==> src/rtl/spi_led_ctrl_n_pkg.sv <==
// Shared constants and frame/status layouts for the SPI LED controller.
// Command opcodes, frame geometry and the abort counter ceiling live here.
package spi_led_ctrl_n_pkg;

   localparam int CMD_W       = 8;
   localparam int ADDR_W      = 8;
   localparam int PAYLOAD_W   = 8;
   localparam int FRAME_WIDTH = CMD_W + ADDR_W + PAYLOAD_W;

   localparam logic [CMD_W-1:0] CMD_NOP      = 8'h00;
   localparam logic [CMD_W-1:0] CMD_LED_SET  = 8'h01;
   localparam logic [CMD_W-1:0] CMD_LED_READ = 8'h02;
   localparam logic [CMD_W-1:0] CMD_SET_ALL  = 8'h03;
   localparam logic [CMD_W-1:0] CMD_STATUS   = 8'h04;

   localparam logic [5:0] STATUS_ABORT_MAX = 6'd63;

   typedef struct packed {
      logic [CMD_W-1:0]     cmd;
      logic [ADDR_W-1:0]    addr;
      logic [PAYLOAD_W-1:0] payload;
   } frame_t;

   typedef struct packed {
      logic       err_addr;
      logic       err_cmd;
      logic [5:0] abort_cnt;
   } status_t;

endpackage

==> src/rtl/spi_led_ctrl_n_if.sv <==
// SPI pin bundle between the board-level master and the LED controller.
interface spi_led_ctrl_n_if;
   logic sclk;
   logic cs;
   logic mosi;
   logic miso;

   modport master (output sclk, output cs, output mosi, input miso);
   modport slave  (input sclk, input cs, input mosi, output miso);
endinterface

==> src/rtl/spi_led_ctrl_n_spi_slave_shifter.sv <==
// Oversampled SPI mode-0 slave: synchronisers, edge detect, rx/tx shifting,
// bit counting and abort detection. Frame interpretation is left to the parent.
module spi_slave_shifter
   import spi_led_ctrl_n_pkg::*;
(
   input  logic                   sysclk,
   input  logic                   rst_n,
   spi_led_ctrl_n_if.slave        spi,
   input  logic [7:0]             tx_byte,
   output frame_t                 frame,
   output logic [15:0]            hdr,
   output logic                   hdr_done,
   output logic                   frame_done,
   output logic                   abort
);

   localparam logic [4:0] CNT_FULL = 5'(FRAME_WIDTH);
   localparam logic [4:0] CNT_HDR  = 5'(CMD_W + ADDR_W);

   logic [2:0]             sclk_pipe_q, sclk_pipe_d;
   logic [2:0]             cs_pipe_q, cs_pipe_d;
   logic [1:0]             mosi_pipe_q, mosi_pipe_d;
   logic [4:0]             bit_cnt_q, bit_cnt_d;
   logic [FRAME_WIDTH-1:0] rx_q, rx_d;
   logic [7:0]             tx_q, tx_d;
   logic                   frame_done_q, frame_done_d;
   logic                   sclk_rise, sclk_fall, cs_low, cs_fall, cs_rise, sample;

   // bit [1] of each pipe is the synchronised level, bit [2] its previous value
   assign sclk_rise = sclk_pipe_q[1] & ~sclk_pipe_q[2];
   assign sclk_fall = ~sclk_pipe_q[1] & sclk_pipe_q[2];
   assign cs_low    = ~cs_pipe_q[1];
   assign cs_fall   = ~cs_pipe_q[1] & cs_pipe_q[2];
   assign cs_rise   = cs_pipe_q[1] & ~cs_pipe_q[2];
   assign sample    = sclk_rise & cs_low & (bit_cnt_q < CNT_FULL);

   assign hdr        = {rx_q[14:0], mosi_pipe_q[1]};
   assign hdr_done   = sample & (bit_cnt_q == CNT_HDR - 5'd1);
   assign abort      = cs_rise & (bit_cnt_q != 5'd0) & (bit_cnt_q < CNT_FULL);
   assign frame      = frame_t'(rx_q);
   assign frame_done = frame_done_q;
   // gate with the raw pin so miso drops the moment the master deselects us
   assign spi.miso   = tx_q[7] & ~spi.cs;

   always_comb begin
      sclk_pipe_d  = {sclk_pipe_q[1:0], spi.sclk};
      cs_pipe_d    = {cs_pipe_q[1:0], spi.cs};
      mosi_pipe_d  = {mosi_pipe_q[0], spi.mosi};
      bit_cnt_d    = bit_cnt_q;
      rx_d         = rx_q;
      tx_d         = tx_q;
      frame_done_d = sample & (bit_cnt_q == CNT_FULL - 5'd1);
      if (cs_fall) begin
         bit_cnt_d = '0;
         rx_d      = '0;
         tx_d      = '0;
      end else if (cs_rise) begin
         tx_d = '0;
      end else if (sample) begin
         rx_d      = {rx_q[FRAME_WIDTH-2:0], mosi_pipe_q[1]};
         bit_cnt_d = bit_cnt_q + 5'd1;
         if (hdr_done) tx_d = tx_byte;
      end else if (sclk_fall & cs_low & (bit_cnt_q > CNT_HDR) & (bit_cnt_q < CNT_FULL)) begin
         // the fall right after the 16th sample keeps payload bit 7 on the line
         tx_d = {tx_q[6:0], 1'b0};
      end
   end

   always_ff @(posedge sysclk or negedge rst_n) begin
      if (!rst_n) begin
         sclk_pipe_q  <= '0;
         cs_pipe_q    <= '1;
         mosi_pipe_q  <= '0;
         bit_cnt_q    <= '0;
         rx_q         <= '0;
         tx_q         <= '0;
         frame_done_q <= 1'b0;
      end else begin
         sclk_pipe_q  <= sclk_pipe_d;
         cs_pipe_q    <= cs_pipe_d;
         mosi_pipe_q  <= mosi_pipe_d;
         bit_cnt_q    <= bit_cnt_d;
         rx_q         <= rx_d;
         tx_q         <= tx_d;
         frame_done_q <= frame_done_d;
      end
   end

endmodule

==> src/rtl/spi_led_ctrl_n.sv <==
// SPI-controlled NUM_CH-channel PWM LED driver with broadcast, read-back and
// a sticky status register; commands execute when a full 24-bit frame lands.
module spi_led_ctrl_n
   import spi_led_ctrl_n_pkg::*;
#(
   parameter int NUM_CH   = 8,
   parameter int BRIGHT_W = 7,
   parameter int PWM_DIV  = 4
) (
   input  logic               sysclk,
   input  logic               rst_n,
   spi_led_ctrl_n_if.slave    spi,
   output logic [NUM_CH-1:0]  led,
   output logic               rx_dv
);

   localparam int IDX_W = (NUM_CH > 1) ? $clog2(NUM_CH) : 1;
   localparam int PSC_W = (PWM_DIV > 1) ? $clog2(PWM_DIV) : 1;
   localparam logic [BRIGHT_W-1:0] PWM_TOP    = BRIGHT_W'((1 << BRIGHT_W) - 2);
   localparam logic [PSC_W-1:0]    PSC_RELOAD = PSC_W'(PWM_DIV - 1);

   frame_t              frame;
   logic [15:0]         hdr;
   logic                hdr_done, frame_done, abort;
   logic [7:0]          tx_byte;
   logic [BRIGHT_W-1:0] bright_q [NUM_CH];
   logic [BRIGHT_W-1:0] bright_d [NUM_CH];
   status_t             status_q, status_d;
   logic [PSC_W-1:0]    psc_q, psc_d;
   logic [BRIGHT_W-1:0] pwm_q, pwm_d;
   logic [NUM_CH-1:0]   led_q, led_d;
   logic [BRIGHT_W-1:0] pay_bright;
   logic                rd_ok, wr_ok;

   spi_slave_shifter u_shifter (
      .sysclk     (sysclk),
      .rst_n      (rst_n),
      .spi        (spi),
      .tx_byte    (tx_byte),
      .frame      (frame),
      .hdr        (hdr),
      .hdr_done   (hdr_done),
      .frame_done (frame_done),
      .abort      (abort)
   );

   assign rx_dv = frame_done;
   assign led   = led_q;

   // response is built from the header as the 16th bit is being sampled
   always_comb begin
      tx_byte = '0;
      rd_ok   = {1'b0, hdr[7:0]} < 9'(NUM_CH);
      case (hdr[15:8])
         CMD_LED_READ: if (rd_ok) tx_byte = 8'(bright_q[hdr[IDX_W-1:0]]) << (8 - BRIGHT_W);
         CMD_STATUS:   tx_byte = status_q;
         default:      tx_byte = '0;
      endcase
   end

   always_comb begin
      bright_d   = bright_q;
      status_d   = status_q;
      pay_bright = frame.payload[7 -: BRIGHT_W];
      wr_ok      = {1'b0, frame.addr} < 9'(NUM_CH);
      if (frame_done) begin
         case (frame.cmd)
            CMD_NOP: ;
            CMD_LED_SET: begin
               if (wr_ok) bright_d[frame.addr[IDX_W-1:0]] = pay_bright;
               else       status_d.err_addr = 1'b1;
            end
            CMD_LED_READ: if (!wr_ok) status_d.err_addr = 1'b1;
            CMD_SET_ALL: for (int i = 0; i < NUM_CH; i++) bright_d[i] = pay_bright;
            CMD_STATUS:  status_d = '0;
            default:     status_d.err_cmd = 1'b1;
         endcase
      end
      if (abort && status_d.abort_cnt != STATUS_ABORT_MAX)
         status_d.abort_cnt = status_d.abort_cnt + 6'd1;
   end

   always_comb begin
      psc_d = psc_q - 1'b1;
      pwm_d = pwm_q;
      if (psc_q == '0) begin
         psc_d = PSC_RELOAD;
         pwm_d = (pwm_q == PWM_TOP) ? '0 : pwm_q + 1'b1;
      end
      for (int i = 0; i < NUM_CH; i++) led_d[i] = pwm_q < bright_q[i];
   end

   always_ff @(posedge sysclk or negedge rst_n) begin
      if (!rst_n) begin
         for (int i = 0; i < NUM_CH; i++) bright_q[i] <= '0;
         status_q <= '0;
         psc_q    <= PSC_RELOAD;
         pwm_q    <= '0;
         led_q    <= '0;
      end else begin
         bright_q <= bright_d;
         status_q <= status_d;
         psc_q    <= psc_d;
         pwm_q    <= pwm_d;
         led_q    <= led_d;
      end
   end

endmodule
==> src/flat_wrapper.sv <==
// flat-port wrapper written by rule: the top's interface ports become plain ports
module spi_led_ctrl_n_flat import spi_led_ctrl_n_pkg::*;
#(
   parameter int NUM_CH   = 8,
   parameter int BRIGHT_W = 7,
   parameter int PWM_DIV  = 4
)
  (sysclk, rst_n, led, rx_dv, spi_sclk, spi_cs, spi_mosi, spi_miso);
  spi_led_ctrl_n_if spi_i ();
  input  logic sysclk;
  input  logic rst_n;
  output logic [NUM_CH-1:0] led;
  output logic rx_dv;
  input wire logic [$bits(spi_i.sclk)-1:0] spi_sclk;
  input wire logic [$bits(spi_i.cs)-1:0] spi_cs;
  input wire logic [$bits(spi_i.mosi)-1:0] spi_mosi;
  output wire logic [$bits(spi_i.miso)-1:0] spi_miso;
  assign spi_i.sclk = spi_sclk;
  assign spi_i.cs = spi_cs;
  assign spi_i.mosi = spi_mosi;
  assign spi_miso = spi_i.miso;
  spi_led_ctrl_n #(.NUM_CH(NUM_CH), .BRIGHT_W(BRIGHT_W), .PWM_DIV(PWM_DIV)) u_core (.sysclk(sysclk), .rst_n(rst_n), .spi(spi_i), .led(led), .rx_dv(rx_dv));
endmodule
==> config.mk <==
export PLATFORM = sky130hd
export DESIGN_NAME = spi_led_ctrl_n_flat
export DESIGN_NICKNAME = d
export VERILOG_FILES = /design/src/rtl/spi_led_ctrl_n_pkg.sv /design/src/rtl/spi_led_ctrl_n_if.sv /design/src/rtl/spi_led_ctrl_n_spi_slave_shifter.sv /design/src/rtl/spi_led_ctrl_n.sv /design/src/flat_wrapper.sv
export SDC_FILE = /design/constraint.sdc
export NUM_CORES = 1
export LEC_CHECK = 0
export CORE_MARGIN = 2
export CORE_UTILIZATION = 39
export CTS_CLUSTER_DIAMETER = 200
export DETAILED_ROUTE_END_ITERATION = 10
export GPL_ROUTABILITY_DRIVEN = 1
export GPL_TIMING_DRIVEN = 0
export SLEW_MARGIN = 20
export SYNTH_ARGS = -nofsm -noshare
export SYNTH_HDL_FRONTEND = slang
export SYNTH_SLANG_ARGS = --single-unit
==> constraint.sdc <==
create_clock -name sysclk -period 2.3 [get_ports sysclk]
set_clock_uncertainty 0.15 [all_clocks]
set_input_delay 0.46 -clock sysclk [delete_from_list [all_inputs] [get_ports sysclk]]
set_output_delay 0.46 -clock sysclk [all_outputs]
set_load 0.01 [all_outputs]
==> metrics.md, run 1 <==
| Metric | Value |
|---|---|
| 1st-iter DRT viols | 314 |
| Setup Viol. Count Final | 0 |
| Antenna viol nets, final | 0 |
| Int Power | 0.00434 W |
| Rows | 49 |
| R2R Path Start | u_core.u_shifter.mosi_pipe_q[1] |
| Worst Setup Start Kind | register |
| Vias | 4941 |
| Crit path time final | 2.20 ns |
| Post-synth cell types | 51 |
| Levels on crit path | 7 |
| Initial core utilization | 39.5% |
| Detailed-router iteration count before antenna repair | 5 |
| YS warnings | 0 |
| CP max-delay cell | mux4_2 |
| Vias/cell | 5.32 |
| PwrDens | 701 mW/mm2 |
| Min-Delay Path Class | register to register |
| Layout cells sized above 1 | 19.7% |
| P&R area growth vs syn | 16.6% |
| CTS tree | yes |
| Sequential cell fraction of total power | 43.0% |
| Number of synthesized flops with an enable pin | 0 |
| Reg2Reg Depth | 7 |
| Commonest cells post-synth | 122 x dfrtp_1, 61 x inv_1, 57 x nand2_1 |
| Leakage power | 3.71 nW |
| Initial antenna violation count | 0 |
| Slew margin rel. | 53.4% |
| Worst Path Required | 2.44 ns |
| Number of H-tree levels | 4 |
| RR Endpoint | u_core.u_shifter.tx_q[7] |
| First-pass GRT wire length | 27300 um |
| Filler cells | 1603 |
| Synth Net Count | 711 |
| Least-Margin Pin Slew | 0.699 ns |
| Most frequent cell after synthesis | dfrtp_1 |
| Clock Sinks | 127 |
| Slowest stage delay, CP | 0.52 ns |
| Max cap viols | 0 |
| Tot Pwr | 0.00578 W |
| Sw Pwr | 0.00144 W |
| #FFs+latches synth | 127 |
| IO Pins | 15 |
| Critical path class | register to register |
| DIE HEIGHT | 139 um |
| # nets final | 747 |
| Syn_area_per_cell | 10.9 um2 |
| Critical path fanouts, max | 10 |
| Kind of cell adding the most delay to the critical path | multiplexers |
| Worst Setup End Kind | register |
| Sequential area share after synthesis | 45.0% |
| Cells after Synth | 650 |
| Area contributors post-synth | dfrtp_1 43%, ha_1 9.9%, mux2_4 5.9% |
| CTS Root Cell | clkbuf_16 |
| DRC violations left | 0 |
| Total gr overflow | 0 |
| Sw Ratio | 25.0% |
| Die X | 139 um |
| Post-synth ARST share | 100% |
| Gpl congestion | 0.841 |
| Number of global-route vias before repair | 5208 |
| Detailed Place HPWL | 11100 um |
| Clk buf depth | 2 |
| Final Hold Vio Count | 0 |
| Buf/Inv on CP | 2 |
| Main synth FF type | dfrtp_1 |
| Multi-input logic area | 0.00358 mm2 |
| Area share of the largest cell type after synthesis | 43.2% |
| Wire length per cell | 17.4 um |
| Leading area contributor after synthesis | dfrtp_1 |
| Logic pwr share | 10.0% |
| Total clock buffers created by CTS | 17 |
| Crit path launch | u_core.u_shifter.mosi_pipe_q[1] |
| Hold path depth | 0 |
| End of the critical path | u_core.u_shifter.tx_q[7] |
| Fmax | 455 MHz |
| Clk pwr share | 47.1% |
| Status | completed |
| Worst-Skew Late Latency | 0.43 ns |
| Worst-path clk slew | 0.06 ns |
| Reg area | 0.00318 mm2 |
| Worst-path cell chain | buf_4 > buf_12 > mux4_2 > mux2i_2 > nor2_1 > a211oi_2 > o31ai_1 |
| Core Area | 0.0179 mm2 |
| Overall Global Routing Usage | 18.0% |
| Port Buffers | 14 |
| Fin Setup TNS | 0 ns |
| Largest net degree at the start of global routing | 75 |
| R2R Setup Slk | 0.10 ns |
| # diodes | 0 |
| Period utilisation layout | 95.5% |
| Mapped Area | 0.00707 mm2 |
| RSZ-0062 raised after global routing | no |
| Peak VDD IR | 0.458 mV |
| Final WL | 16100 um |
| CP arrival | 2.34 ns |
| Die area | 0.0192 mm2 |
| Max Slew Vio Count | 0 |
[routing by layer]
metal / up-vias / share of wire (%) / global-route usage, %
met5: - / 0 / 0
met4: 0 / 2.1 / 7.07
met3: 25 / 3.6 / 3.87
met2: 95 / 48 / 28.7
met1: 2489 / 47 / 24.1
li1: 2332 / - / -
[timing repair]
item                                    4_1_cts  5_1_grt
hold buffers                                  1        0
setup buffers                                 0        1
pin swaps                                     0        1
endpoints found under the hold margin        50        0
resized for setup                            12       10
endpoints found under the setup margin       21       50
[power groups by stage]
stage	combinational (W)	clock [W]	sequential (W)
2_1_floorplan	0.000375	0	0.00248
3_3_place_gp	0.000527	0	0.00251
3_5_place_dp	0.000549	0	0.00252
4_1_cts	0.000564	0.00277	0.00248
5_1_grt	0.000657	0.00288	0.00250
6_report	0.000577	0.00272	0.00249
[placed cells by master, fill, tap and decap left out, types with 3 or more instances in the layout]
cell type	Yosys	final
nor2b_1	4	4
buf_6	4	6
clkbuf_1	17	21
and3_1	5	5
a31oi_1	15	15
a21o_1	18	18
inv_1	61	61
nand4_1	4	4
o21ai_0	38	38
buf_2	8	4
ha_1	56	56
clkinv_2	0	3
mux2i_1	7	4
mux2_4	28	28
nand2_1	57	57
a211oi_2	1	4
clkbuf_16	0	17
dfrtp_1	122	122
clkbuf_8	0	6
or2_1	4	4
nor2_1	31	31
o31ai_1	12	12
a21oi_1	26	26
mux4_2	14	14
clkdlybuf4s50_1	0	13
nand2b_1	35	35
dfstp_2	5	5
a211oi_1	7	4
xnor2_1	3	3
mux2_2	28	28
nand3_1	3	3
nor3_1	9	9
nor2_4	0	4
[metrics by stage]
step	hold WS [ns]	instances	utilization (%)	setup slack [ns]	instance area, um2
global placement	0.182	893	41.9	-4.28	7500
CTS	0.196	927	45.7	0.0233	8190
finish	0.197	928	46.1	0.105	8250
floorplan	0.0144	650	-	0.337	7070
detailed placement	0.188	894	42.0	-0.221	7530
global route	0.212	928	46.1	0.00505	8250
[worst reg2reg max path, stage by stage (launching register included)]
cell and delay (ns):
dfrtp_1 0.33, buf_4 0.20, buf_12 0.18, mux4_2 0.52, mux2i_2 0.23, nor2_1 0.10
a211oi_2 0.25, o31ai_1 0.10
[cell type report]
cell class / count / share of cell area [%]
sequential: 127 / 38.6
clock inverter: 5 / 0.910
timing repair buffer: 17 / 2.26
multi-input combinational: 431 / 43.4
inverter: 61 / 2.78
buffer: 31 / 2.28
clock buffer: 27 / 6.34
tap: 229 / 3.47
[sequential cells by signal (all words and copies together), names as in the netlist, 3 cells and up]
name,count
u_core.u_shifter.bit_cnt_q,5
u_core.u_shifter.cs_pipe_q,3
u_core.u_shifter.frame,24
u_core.status_q,8
u_core.u_shifter.tx_q,8
u_core.u_shifter.sclk_pipe_q,3
u_core.led,8
u_core.pwm_q,7
u_core.bright_q,56
[kinds of logic after synthesis]
| group | count (synthesis) | synth area share [%] |
|---|---|---|
| adders and majority gates | 56 | 9.91 |
| buffers and inverters | 92 | 5.52 |
| DFF | 127 | 45.0 |
| AOI/OAI and AO/OA | 126 | 11.3 |
| xor gates and xnor gates | 3 | 0.372 |
| and+or+nand+nor | 169 | 12.0 |
| muxes | 77 | 15.9 |
[worst min-delay path by stage]
stage / start / slack, ns / end
5_1_grt: u_core.u_shifter.cs_pipe_q[0] / 0.21 / u_core.u_shifter.cs_pipe_q[1]
3_5_place_dp: u_core.u_shifter.sclk_pipe_q[0] / 0.19 / u_core.u_shifter.sclk_pipe_q[1]
4_1_cts: u_core.u_shifter.sclk_pipe_q[0] / 0.20 / u_core.u_shifter.sclk_pipe_q[1]
3_3_place_gp: u_core.u_shifter.sclk_pipe_q[0] / 0.18 / u_core.u_shifter.sclk_pipe_q[1]
2_1_floorplan: rst_n / 0.01 / u_core.bright_q[0]
6_report: u_core.u_shifter.sclk_pipe_q[0] / 0.20 / u_core.u_shifter.sclk_pipe_q[1]
Power figures use the tool's default switching activity.
==> run 2: changes to the inputs <==
Settings changed: CORE_MARGIN 2 to 1.5, SLEW_MARGIN 20 to not set.
==> metrics.md, run 2 (same netlist as run 1, synthesis figures left out) <==
| Metric | Value |
|---|---|
| Worst-Skew Late Latency | 0.42 ns (about the same) |
| CP max-delay cell | dfrtp_1 |
| Placed insts | 894 (unchanged) |
| Post CTS Setup Buffer Count | 0 (unchanged) |
| Fin Setup TNS | 0 ns (unchanged) |
| Worst Setup End Kind | register |
| Critical path fanouts, max | 8 (-2) |
| Worst Path Required | 2.45 ns (about the same) |
| Initial antenna violation count | 0 (unchanged) |
| Final Hold Vio Count | 0 (unchanged) |
| Worst-path clk slew | 0.05 ns (about the same) |
| Min-Delay Path Class | register to register |
| Peak VDD IR | 0.451 mV (-1.7%) |
| Detailed-router iteration count before antenna repair | 8 (+3) |
| Setup Viol. Count Final | 0 (unchanged) |
| Clk buf depth | 2 (unchanged) |
| # nets final | 746 (-0.13%) |
| Reg2Reg Depth | 6 (-1) |
| Crit path time final | 2.24 ns (+0.0435 ns) |
| Max FFs per register | 56 (unchanged) |
| Hold path depth | 0 (unchanged) |
| Multi-input logic area | 0.00358 mm2 (unchanged) |
| Number of global-route vias before repair | 4978 (-4.4%) |
| Kind of cell adding the most delay to the critical path | simple AND/OR/NAND/NOR gates |
| IO Pins | 15 (unchanged) |
| Gpl congestion | 0.833 (-0.96%) |
| CTS tree | yes |
| Die area | 0.0189 mm2 (-1.4%) |
| Die X | 138 um (-0.72%) |
| Rows | 49 (unchanged) |
| Worst Setup Start Kind | register |
| Antenna viol nets, final | 0 (unchanged) |
| Overall Global Routing Usage | 18.1% (+0.10 points) |
| Least-Margin Pin Slew | 0.662 ns (-0.0377 ns) |
| 1st-iter DRT viols | 322 (+2.5%) |
| Clock Sinks | 127 (unchanged) |
| Max Slew Vio Count | 0 (unchanged) |
| Slowest stage delay, CP | 0.42 ns (-0.10 ns) |
| Slew margin rel. | 55.9% (+2.5 points) |
| # diodes | 0 (unchanged) |
| Number of H-tree levels | 4 (unchanged) |
| Buf/Inv on CP | 1 (-1) |
| Worst-path cell chain | nor4_4 > and2b_1 > o211ai_4 > or2_1 > buf_6 > mux2_4 |
| Final hold slack | 0.198 ns (+0.000385 ns) |
| Layout cells sized above 1 | 19.7% (-0.087 points) |
| Tot Pwr | 0.00580 W (+0.30%) |
| Levels on crit path | 6 (-1) |
| P&R area growth vs syn | 16.6% (about the same) |
| Core Area | 0.0178 mm2 (-0.34%) |
| Cell Count, Final, Fillers Out | 926 (-0.22%) |
| Reg area | 0.00318 mm2 (unchanged) |
| Max cap viols | 0 (unchanged) |
| Final WL | 16100 um (-0.11%) |
| CTS Root Cell | clkbuf_16 |
| Detailed Place HPWL | 11000 um (-1.1%) |
| Critical path class | register to register |
| First-pass GRT wire length | 26000 um (-4.7%) |
| DIE HEIGHT | 138 um (-0.72%) |
| Final Worst Setup Slack | 0.0610 ns (-0.0435 ns) |
| Fmax | 447 MHz (-1.9%) |
| Initial core utilization | 39.6% (+0.14 points) |
| Leakage power | 3.70 nW (-0.18%) |
| Worst slack at placement | -0.179 ns (+0.0420 ns) |
| DRC violations left | 0 (unchanged) |
| Vias | 4927 (-0.28%) |
| Most common cell after layout, fill and taps aside | dfrtp_1 |
| Most frequent cells in the layout | 122 x dfrtp_1, 61 x inv_1, 57 x nand2_1, 56 x ha_1, 38 x o21ai_0 |
| Wire length per cell | 17.4 um (+0.11%) |
| CP arrival | 2.39 ns (+0.05 ns) |
| Vias/cell | 5.32 (about the same) |
| Largest net degree at the start of global routing | 91 (+21%) |
| Largest register by flop count | u_core.bright_q |
| Total clock buffers created by CTS | 17 (unchanged) |
| Status | completed |
| Port Buffers | 14 (unchanged) |
| Total gr overflow | 0 (unchanged) |
| Filler cells | 1556 (-2.9%) |
| Period utilisation layout | 97.3% (+1.9 points) |
| PwrDens | 704 mW/mm2 (+0.32%) |
## run 2: cell type report
class / count / share of cell area (%)
multi-input combinational: 431 / 43.4
sequential: 127 / 38.6
clock buffer: 27 / 6.46
tap: 229 / 3.47
inverter: 61 / 2.78
buffer: 31 / 2.26
timing repair buffer: 16 / 2.17
clock inverter: 4 / 0.880
## run 2: worst paths after layout
kind	slack, ns	to	start
min	0.20	u_core.u_shifter.sclk_pipe_q[1]	u_core.u_shifter.sclk_pipe_q[0]
min reg2reg	0.20	u_core.u_shifter.sclk_pipe_q[1]	u_core.u_shifter.sclk_pipe_q[0]
max reg2reg	0.06	u_core.bright_q[1]	u_core.u_shifter.frame[14]
min in group asynchronous	0.36	u_core.bright_q[5]	rst_n
max in group asynchronous	0.86	u_core.status_q[4]	rst_n
max	0.06	u_core.bright_q[1]	u_core.u_shifter.frame[14]
## run 2: timing repair
action                                  in CTS  in global routing
endpoints found under the setup margin      23                 63
hold endpoints to repair                    34                  0
hold buffers                                 1                  0
resized for setup                           11                 11
## run 2: power by group
group          total [W]  leakage, nW  internal [W]  switching, W
clock            0.00274        0.296       0.00179      0.000948
sequential       0.00248         1.71       0.00236      0.000121
combinational   0.000585         1.70      0.000219      0.000366
## run 2: layer usage
metal  routed length, um  vias to the layer above  track usage, %
li1                    -                     2330               -
met1                7560                     2483            24.3
met2                7730                       87            28.9
met3                 479                       27            3.24
met4                 320                        0            7.08
met5                   0                        -               0
## run 2: metrics by stage
step                      area, um2  utilization, %
after global routing           8250            46.2
after floorplan                7070               -
final                          8250            46.2
after CTS                      8190            45.9
after global placement         7500            42.0
after detailed placement       7530            42.2
==> run 3: changes to the inputs <==
Settings changed: GPL_TIMING_DRIVEN 0 to not set, REMOVE_ABC_BUFFERS set to 1.
==> metrics.md, run 3 (same netlist as run 1, synthesis figures left out) <==
| Metric | Value |
|---|---|
| Status | completed |
| RSZ-0062 raised after global routing | yes |
| Worst slack at placement | 0.122 ns (+0.301 ns) |
| Most frequent cells in the layout | 122 x dfrtp_1, 61 x inv_1, 57 x nand2_1, 56 x ha_1, 38 x o21ai_0 |
| Sw Ratio | 26.2% (+1.5 points) |
| Worst Path Required | 2.45 ns (about the same) |
| Number of global-route vias before repair | 4909 (-1.4%) |
| Initial core utilization | 39.6% (unchanged) |
| Fin Setup TNS | 0 ns (unchanged) |
| # diodes | 0 (unchanged) |
| CTS Root Cell | clkbuf_16 |
| Rows | 49 (unchanged) |
| Crit path time final | 2.17 ns (-0.0734 ns) |
| Initial antenna violation count | 0 (unchanged) |
| Worst-path clk slew | 0.06 ns (about the same) |
| Number of H-tree levels | 4 (unchanged) |
| Vias/cell | 5.25 (-1.3%) |
| Die area | 0.0189 mm2 (unchanged) |
| Critical path fanouts, max | 8 (unchanged) |
| Die X | 138 um (unchanged) |
| First-pass GRT wire length | 25400 um (-2.3%) |
| Peak VDD IR | 0.511 mV (+13%) |
| Total gr overflow | 0 (unchanged) |
| Max FFs per register | 56 (unchanged) |
| Core Area | 0.0178 mm2 (unchanged) |
| Overall Global Routing Usage | 17.8% (-0.29 points) |
| CTS tree | yes |
| Max cap viols | 0 (unchanged) |
| Most common cell after layout, fill and taps aside | dfrtp_1 |
| PwrDens | 673 mW/mm2 (-4.4%) |
| Filler cells | 1600 (+2.8%) |
| Vias | 4827 (-2.0%) |
| Antenna viol nets, final | 0 (unchanged) |
| Fmax | 462 MHz (+3.4%) |
| Gpl congestion | 0.812 (-2.5%) |
| DIE HEIGHT | 138 um (unchanged) |
| Setup Viol. Count Final | 0 (unchanged) |
| Int Power | 0.00403 W (-7.8%) |
| Clock Sinks | 127 (unchanged) |
| Max Slew Vio Count | 0 (unchanged) |
| Multi-input logic area | 0.00351 mm2 (-1.7%) |
| Final WL | 15300 um (-4.7%) |
| Logic pwr share | 9.5% (-0.6 points) |
| Clk buf depth | 2 (unchanged) |
| Final Hold Vio Count | 0 (unchanged) |
| Worst Setup Start Kind | register |
| Port Buffers | 14 (unchanged) |
| CP arrival | 2.32 ns (-0.07 ns) |
| Final Worst Setup Slack | 0.134 ns (+0.0734 ns) |
| Least-Margin Pin Slew | 0.560 ns (-0.102 ns) |
| Largest register by flop count | u_core.bright_q |
| Worst Setup End Kind | register |
| Slew margin rel. | 62.7% (+6.8 points) |
| Detailed Place HPWL | 10800 um (-2.2%) |
| Sw Pwr | 0.00143 W (-0.18%) |
| Wire length per cell | 16.7 um (-4.0%) |
| DRC violations left | 0 (unchanged) |
| Sequential cell fraction of total power | 46.3% (+3.6 points) |
| Critical path class | register to register |
| IO Pins | 15 (unchanged) |
| Leakage power | 3.68 nW (-0.43%) |
| Largest net degree at the start of global routing | 67 (-26%) |
| # nets final | 738 (-1.1%) |
| Total clock buffers created by CTS | 17 (unchanged) |
| Tot Pwr | 0.00546 W (-5.9%) |
| P&R area growth vs syn | 14.8% |
| Clk pwr share | 44.2% (-3.0 points) |
| Detailed-router iteration count before antenna repair | 4 (-4) |
| Period utilisation layout | 94.2% (-3.2 points) |
| Reg area | 0.00318 mm2 (unchanged) |
| Min-Delay Path Class | register to register |
| Layout cells sized above 1 | 21.0% (+1.4 points) |
| 1st-iter DRT viols | 303 (-5.9%) |
| Worst-Skew Late Latency | 0.42 ns (about the same) |
[run 3: worst paths after layout]
| check | from | end | depth (start not counted) | slack (ns) |
|---|---|---|---|---|
| min in group asynchronous | rst_n | u_core.pwm_q[0] | 2 | 0.24 |
| hold reg to reg | u_core.u_shifter.mosi_pipe_q[0] | u_core.u_shifter.mosi_pipe_q[1] | 0 | 0.20 |
| hold / removal | u_core.u_shifter.mosi_pipe_q[0] | u_core.u_shifter.mosi_pipe_q[1] | 0 | 0.20 |
| setup reg to reg | u_core.u_shifter.frame[14] | u_core.bright_q[19] | 5 | 0.13 |
| setup / recovery | u_core.u_shifter.frame[14] | u_core.bright_q[19] | 5 | 0.13 |
| max in group asynchronous | rst_n | u_core.bright_q[44] | 3 | 1.10 |
[run 3: power by group through the flow]
stage                     clock network (W)  registers [W]  logic [W]
after floorplan                           0        0.00254   0.000297
after global placement                    0        0.00255   0.000499
after detailed placement                  0        0.00256   0.000519
after CTS                           0.00246        0.00252   0.000523
after global routing                0.00257        0.00254   0.000590
final                               0.00241        0.00253   0.000519
[run 3: final cells by class]
| cell class | instances | share of cell area, % |
|---|---|---|
| Timing Repair Buffer | 39 | 4.50 |
| Clock buffer | 22 | 5.84 |
| Tap cell | 229 | 3.53 |
| Inverter | 61 | 2.82 |
| Sequential cell | 127 | 39.2 |
| Clock inverter | 10 | 0.786 |
| Multi-Input combinational cell | 431 | 43.3 |
[run 3: per-stage QoR]
| step | area, um2 | std cells | hold slack (ns) | util [%] |
|---|---|---|---|---|
| floorplan | 6910 | 619 | 0.0144 | - |
| finish | 8120 | 919 | 0.203 | 45.5 |
| global route | 8120 | 919 | 0.213 | 45.5 |
| detailed placement | 7560 | 886 | 0.142 | 42.4 |
| global placement | 7560 | 886 | 0.142 | 42.4 |
| CTS | 8110 | 919 | 0.204 | 45.4 |
[run 3: metal layers]
metal,vias to the layer above,global-route usage [%],share of wire (%)
met2,58,28.3,47
met4,0,6.55,1.9
met3,23,4.34,2.8
met5,-,0,0
li1,2326,-,-
met1,2420,23.5,48
[run 3: worst max-delay path: stages, from the launching register on]
cell	delay, ns
dfrtp_1	0.40
nor4_2	0.33
and2b_1	0.23
o211ai_4	0.14
or2_2	0.46
mux2_4	0.34
[run 3: what timing repair did]
action	CTS	global route
endpoints found under the hold margin	33	0
hold buffers	1	0
resized for setup	0	4
buffers inserted	0	0
endpoints found under the setup margin	0	36
==> patch 1 (config.mk and constraints of run 2) <==
Take the reset off `rx_q` and load it in a clocked block of its own.
--- a/src/rtl/spi_led_ctrl_n_spi_slave_shifter.sv
+++ b/src/rtl/spi_led_ctrl_n_spi_slave_shifter.sv
@@ -72,7 +72,6 @@
          cs_pipe_q    <= '1;
          mosi_pipe_q  <= '0;
          bit_cnt_q    <= '0;
-         rx_q         <= '0;
          tx_q         <= '0;
          frame_done_q <= 1'b0;
       end else begin
@@ -80,11 +79,14 @@
          cs_pipe_q    <= cs_pipe_d;
          mosi_pipe_q  <= mosi_pipe_d;
          bit_cnt_q    <= bit_cnt_d;
-         rx_q         <= rx_d;
          tx_q         <= tx_d;
          frame_done_q <= frame_done_d;
       end
    end
 
+   always_ff @(posedge sysclk) begin
+      rx_q <= rx_d;
+   end
+
 endmodule
 
Formal check against the unedited RTL: no difference found for any inputs over 10 cycles, from zero or initial values and one cycle with rst_n low; that may be too few to reach the edited logic, so the function may still have changed.
==> patch 1 against run 2 <==
  * The run now ends with setup timing left
  * Fmax is 5.0% lower
  * Sequential cell count stayed put
  * Cell area is 0.44% higher
  * Area after synthesis is 2.2% lower
  * Worst hold slack hardly changed
  * Die area is 2.2% lower
  * First-iteration DRC count is 9.0% lower
  * Routed wire length is 2.7% lower
  * Setup slack worse by 0.12 ns
  * Critical path type unchanged
  * Highest routed layer unchanged
Power is not compared: it rests on default switching activity, and its combinational part moved more than twofold at a synthesized area within 25%.
==> patch 1: results (changes against run 2) <==
qor: global_routing.vias_in_the_first_global_route 4837 [-2.8%]
qor: floorplanning.fp.dieArea 18500 sq um [-2.2%]
qor: detailed_routing.via_per_inst 5.32 [about the same]
qor: worst_setup_path.crit_arrival 2.51 ns [+0.12 ns]
qor: placed_design.detailed_place.area 7360 sq um [-2.2%]
qor: layout.share_of_the_final_layout_cell_area_in_multi_input_gates 44.3% [+0.91 points]
qor: yosys.ys_async_rst_share 81.1% [-19 points]
qor: layout.nNetsFinal 729 [-2.3%]
qor: placed_design.globalplace.congestion 0.726 [-13%]
qor: global_routing.wire_length_of_the_first_global_routing_pass 24700 microns [-5.1%]
qor: layout.layout.core_utilization 47.9% [+1.7 points]
qor: sta.postLayoutSetupSlackWorst -0.0577 ns [-0.119 ns]
qor: worst_setup_path.path_max_fanout 3 [-5]
qor: worst_hold_path.hold_end u_core.u_shifter.mosi_pipe_q[1]
qor: yosys.post_synth_most_frequent_cells 98 x dfrtp_1, 61 x inv_1, 56 x ha_1, 50 x nor2_1
qor: layout.nonClockBufferCount 52 [+11%]
qor: layout.non_filler_cells_final 906 [-2.2%]
qor: worst_setup_path.timing.critical_path.to u_core.status_q[0]
qor: outcome.violations setup timing
qor: outcome.status finished, violations left
qor: yosys.synth_cell_type_count 48 [-5.9%]
qor: layout.drive_above_1_share 22.2% [+2.5 points]
qor: layout.clockNetworkAreaShare 7.22% [-0.12 points]
qor: yosys.post_synth.cell_area_avg 11.0 sq um [+1.2%]
qor: detailed_routing.drt_iter0_drc 293 [-9.0%]
qor: placed_design.post-place-cells 868 [-2.9%]
qor: sta.relative_slew_margins 53.0% [-2.9 points]
qor: sta.fin_hold_ws 0.198 ns [-0.000117 ns]
qor: layout.layout.nonclk_buf_share 5.32% [+0.89 points]
qor: global_routing.grt_use_total 17.6% [-0.44 points]
qor: yosys.yosys-top-cells-area dfrtp_1 35%, ha_1 10%, dfxtp_1 7.0%
qor: sta.setup_violations 29 [+29]
qor: detailed_routing.avgRoutedWirePerCell 17.3 microns [-0.51%]
qor: layout.n_clock_buffer 29 [+7.4%]
qor: layout.flops_and_latches 127 [unchanged]
qor: layout.sequential_cell_area 3070 sq um [-3.7%]
qor: worst_setup_path.library_cell_contributing_the_largest_single_delay_on_the_critical_path or4_4
qor: worst_setup_path.biggest_cell_delay_along_the_critical_path 0.55 ns [+0.13 ns]
qor: placed_design.preCtsSetupSlack -0.316 ns [-0.137 ns]
qor: sta.timing.setup.tns -0.589 ns [-0.589 ns]
-- patch 1: changes by cell type in the layout (fill, tap and decap cells not counted), moves of 5 or more --
cell | before | now
mux2_2 | 28 | 4
nor2_1 | 31 | 48
mux2_4 | 28 | 52
dfxtp_1 | 0 | 23
nand2_1 | 57 | 32
mux2i_1 | 4 | 27
nand2b_1 | 35 | 10
dfrtp_1 | 122 | 97
nor3_1 | 9 | 4
o21ai_0 | 38 | 23
-- patch 1: power by group through the flow --
stage / combinational (W) / sequential, W / clock, W
final: 0.000273 / 0.00236 / 0.00265
after global routing: 0.000303 / 0.00237 / 0.00281
after CTS: 0.000264 / 0.00236 / 0.00269
after detailed placement: 0.000255 / 0.00239 / 0
after global placement: 0.000237 / 0.00239 / 0
after floorplan: 0.000160 / 0.00238 / 0
-- patch 1: kinds of logic after synthesis --
group,count (synthesis),share of synthesized area [%]
AO/OA/AOI/OAI,116,10.6
adder cells (fa/ha/maj),56,10.1
buffers and inverters,92,5.54
flip-flops,127,44.3
multiplexers,99,19.4
AND/OR/NAND/NOR,138,10.0
-- patch 1: what timing repair did --
action | in CTS | in global routing
endpoints found under the setup margin | 87 | 73
pin swaps | 3 | 6
gates resized for setup | 17 | 39
hold endpoints to repair | 47 | 0
hold buffers | 1 | 0
setup buffers | 2 | 5
-- patch 1: routing by layer --
metal | vias to the layer above | GRT usage [%] | wire [microns] | part of all wire, %
met1 | 2418 | 23.1 | 7230 | 46
met2 | 84 | 28.7 | 7520 | 48
met5 | - | 0 | 0 | 0
met4 | 0 | 6.74 | 296 | 1.9
li1 | 2294 | - | - | -
met3 | 21 | 3.62 | 621 | 4.0
==> patch 2 (config.mk and constraints of run 2) <==
Without the edit above. The package constant `CMD_W` goes from 8 to 9.
--- a/src/rtl/spi_led_ctrl_n_pkg.sv
+++ b/src/rtl/spi_led_ctrl_n_pkg.sv
@@ -2,7 +2,7 @@
 // Command opcodes, frame geometry and the abort counter ceiling live here.
 package spi_led_ctrl_n_pkg;
 
-   localparam int CMD_W       = 8;
+   localparam int CMD_W       = 9;
    localparam int ADDR_W      = 8;
    localparam int PAYLOAD_W   = 8;
    localparam int FRAME_WIDTH = CMD_W + ADDR_W + PAYLOAD_W;
Formal check against the unedited RTL: no difference found for any inputs over 10 cycles, from zero or initial values and one cycle with rst_n low; that may be too few to reach the edited logic, so the function may still have changed.
==> patch 2 against run 2 <==
  * The flow now finishes with violations (setup timing)
  * Setup slack lost 0.37 ns
  * Cell area grew 0.94%
  * Routed wire length shrank 2.0%
  * Area after synthesis shrank 0.58%
  * Fmax shrank 14%
  * Sequential power shrank 3%
  * Sequential cell count grew 1
  * Power shrank 8.1%
  * Critical endpoint is now u_core.bright_q[3]
  * Die area shrank 0.57%
  * First-iteration DRC count grew 6.5%
  * Count of clock-buffer cells in the layout shrank 9
==> patch 2: results (changes against run 2) <==
qor: outcome.status finished, violations left
qor: outcome.violations setup timing
qor: power.static-leakage-power 3.86 nW [+4.4%]
qor: global_routing.wire_length_of_the_first_global_routing_pass 25900 microns [-0.37%]
qor: detailed_routing.via_per_inst 5.48 [+2.9%]
qor: sta.timing.setup.tns -11.63 ns [-11.63 ns]
qor: yosys.synth_cell_type_count 55 [+7.8%]
qor: sta.fin_hold_ws 0.199 ns [+0.000787 ns]
qor: placed_design.dp_hpwl 11100 microns [+0.29%]
qor: yosys.yosys-top-cells-area dfrtp_1 44%, ha_1 10%, mux2_4 6.0%
qor: power.vdd.ir_drop.worst 0.507 mV [+12%]
qor: sta.setup_violations 56 [+56]
qor: global_routing.grt_use_total 18.2% [+0.073 points]
qor: global_routing.grt_start_max_net_pins 92 [+1.1%]
qor: placed_design.detailed_place.area 7480 sq um [-0.62%]
qor: power.power_frac_clock 49.2% [+2.0 points]
qor: yosys.synthesis.nets 678 [-4.6%]
qor: worst_setup_path.path_max_fanout 7 [-1]
qor: layout.fill_cells 1547 [-0.58%]
qor: detailed_routing.avgRoutedWirePerCell 17.6 microns [+1.0%]
qor: placed_design.post-place-cells 857 [-4.1%]
qor: power.power_combinational 0.000314 W [-46%]
qor: worst_setup_path.timing.critical_path.to u_core.bright_q[3]
qor: detailed_routing.drt_pre_antenna_iters 5 [-3]
qor: detailed_routing.wirelength 15800 microns [-2.0%]
qor: sta.postLayoutSetupSlackWorst -0.312 ns [-0.373 ns]
qor: placed_design.globalplace.congestion 0.805 [-3.3%]
qor: worst_hold_path.hold_end u_core.u_shifter.mosi_pipe_q[1]
qor: layout.drive_above_1_share 24.5% [+4.9 points]
qor: layout.nNetsFinal 721 [-3.4%]
qor: power.power_report.internal_total 0.00405 W [-7.2%]
qor: yosys.post_synth.cell_area_avg 11.4 sq um [+4.7%]
qor: power.power.density_cell_area 641 nW/um^2 [-8.9%]
qor: worst_setup_path.crit_arrival 2.76 ns [+0.37 ns]
qor: yosys.sequential_area_share_after_synthesis 45.6% [+0.62 points]
qor: worst_setup_path.library_cell_contributing_the_largest_single_delay_on_the_critical_path or4_4
patch 2: cell types whose count changed in the layout (fill, tap and decap cells not counted), sizes merged, moves of 8 or more:
cell	change
a22o	+26
buf	+11
clkbuf	-11
clkinv	+8
nand2	-23
nand2b	-23
nor2	-10
o21ai	-11
o31ai	-10
patch 2: timing repair:
item                                   4_1_cts  5_1_grt
gates cloned                                 0        1
setup buffers                                7        7
hold buffers                                 1        0
setup endpoints to repair                   96      100
pin swaps                                    5        2
endpoints found under the hold margin       35        0
gates resized for setup                     27       23
patch 2: cells by family after synthesis:
kind of cell,count (synthesis),share of synthesized area [%]
AND/OR/NAND/NOR,126,10.3
XOR/XNOR,3,0.374
multiplexers,74,14.9
buffers and inverters,94,5.21
AO/OA/AOI/OAI,136,13.6
flip-flops,128,45.6
adder cells (fa/ha/maj),56,9.97
patch 2: layout make-up:
| class | instances | share of cell area [%] |
|---|---|---|
| plain buffers | 26 | 1.73 |
| clock buffers | 18 | 5.28 |
| clock inverters | 14 | 1.71 |
| inverters | 62 | 2.80 |
| multi-input cells | 395 | 42.9 |
| flip-flops and latches | 128 | 38.6 |
| well taps | 225 | 3.38 |
| repair buffers | 30 | 3.58 |
patch 2: worst reg2reg max path: cells and delay by family (launching register included):
kind	cells	cell delay (ns)
muxes	1	0.33
and+or+nand+nor	4	1.47
buffers and inverters	1	0.17
DFF	1	0.38
patch 2: routing by layer:
layer	wire (microns)	track usage, %	vias up
met5	0	0	-
met4	279	6.96	0
met3	524	3.50	22
met2	7670	29.6	95
met1	7290	23.9	2492
li1	-	-	2308
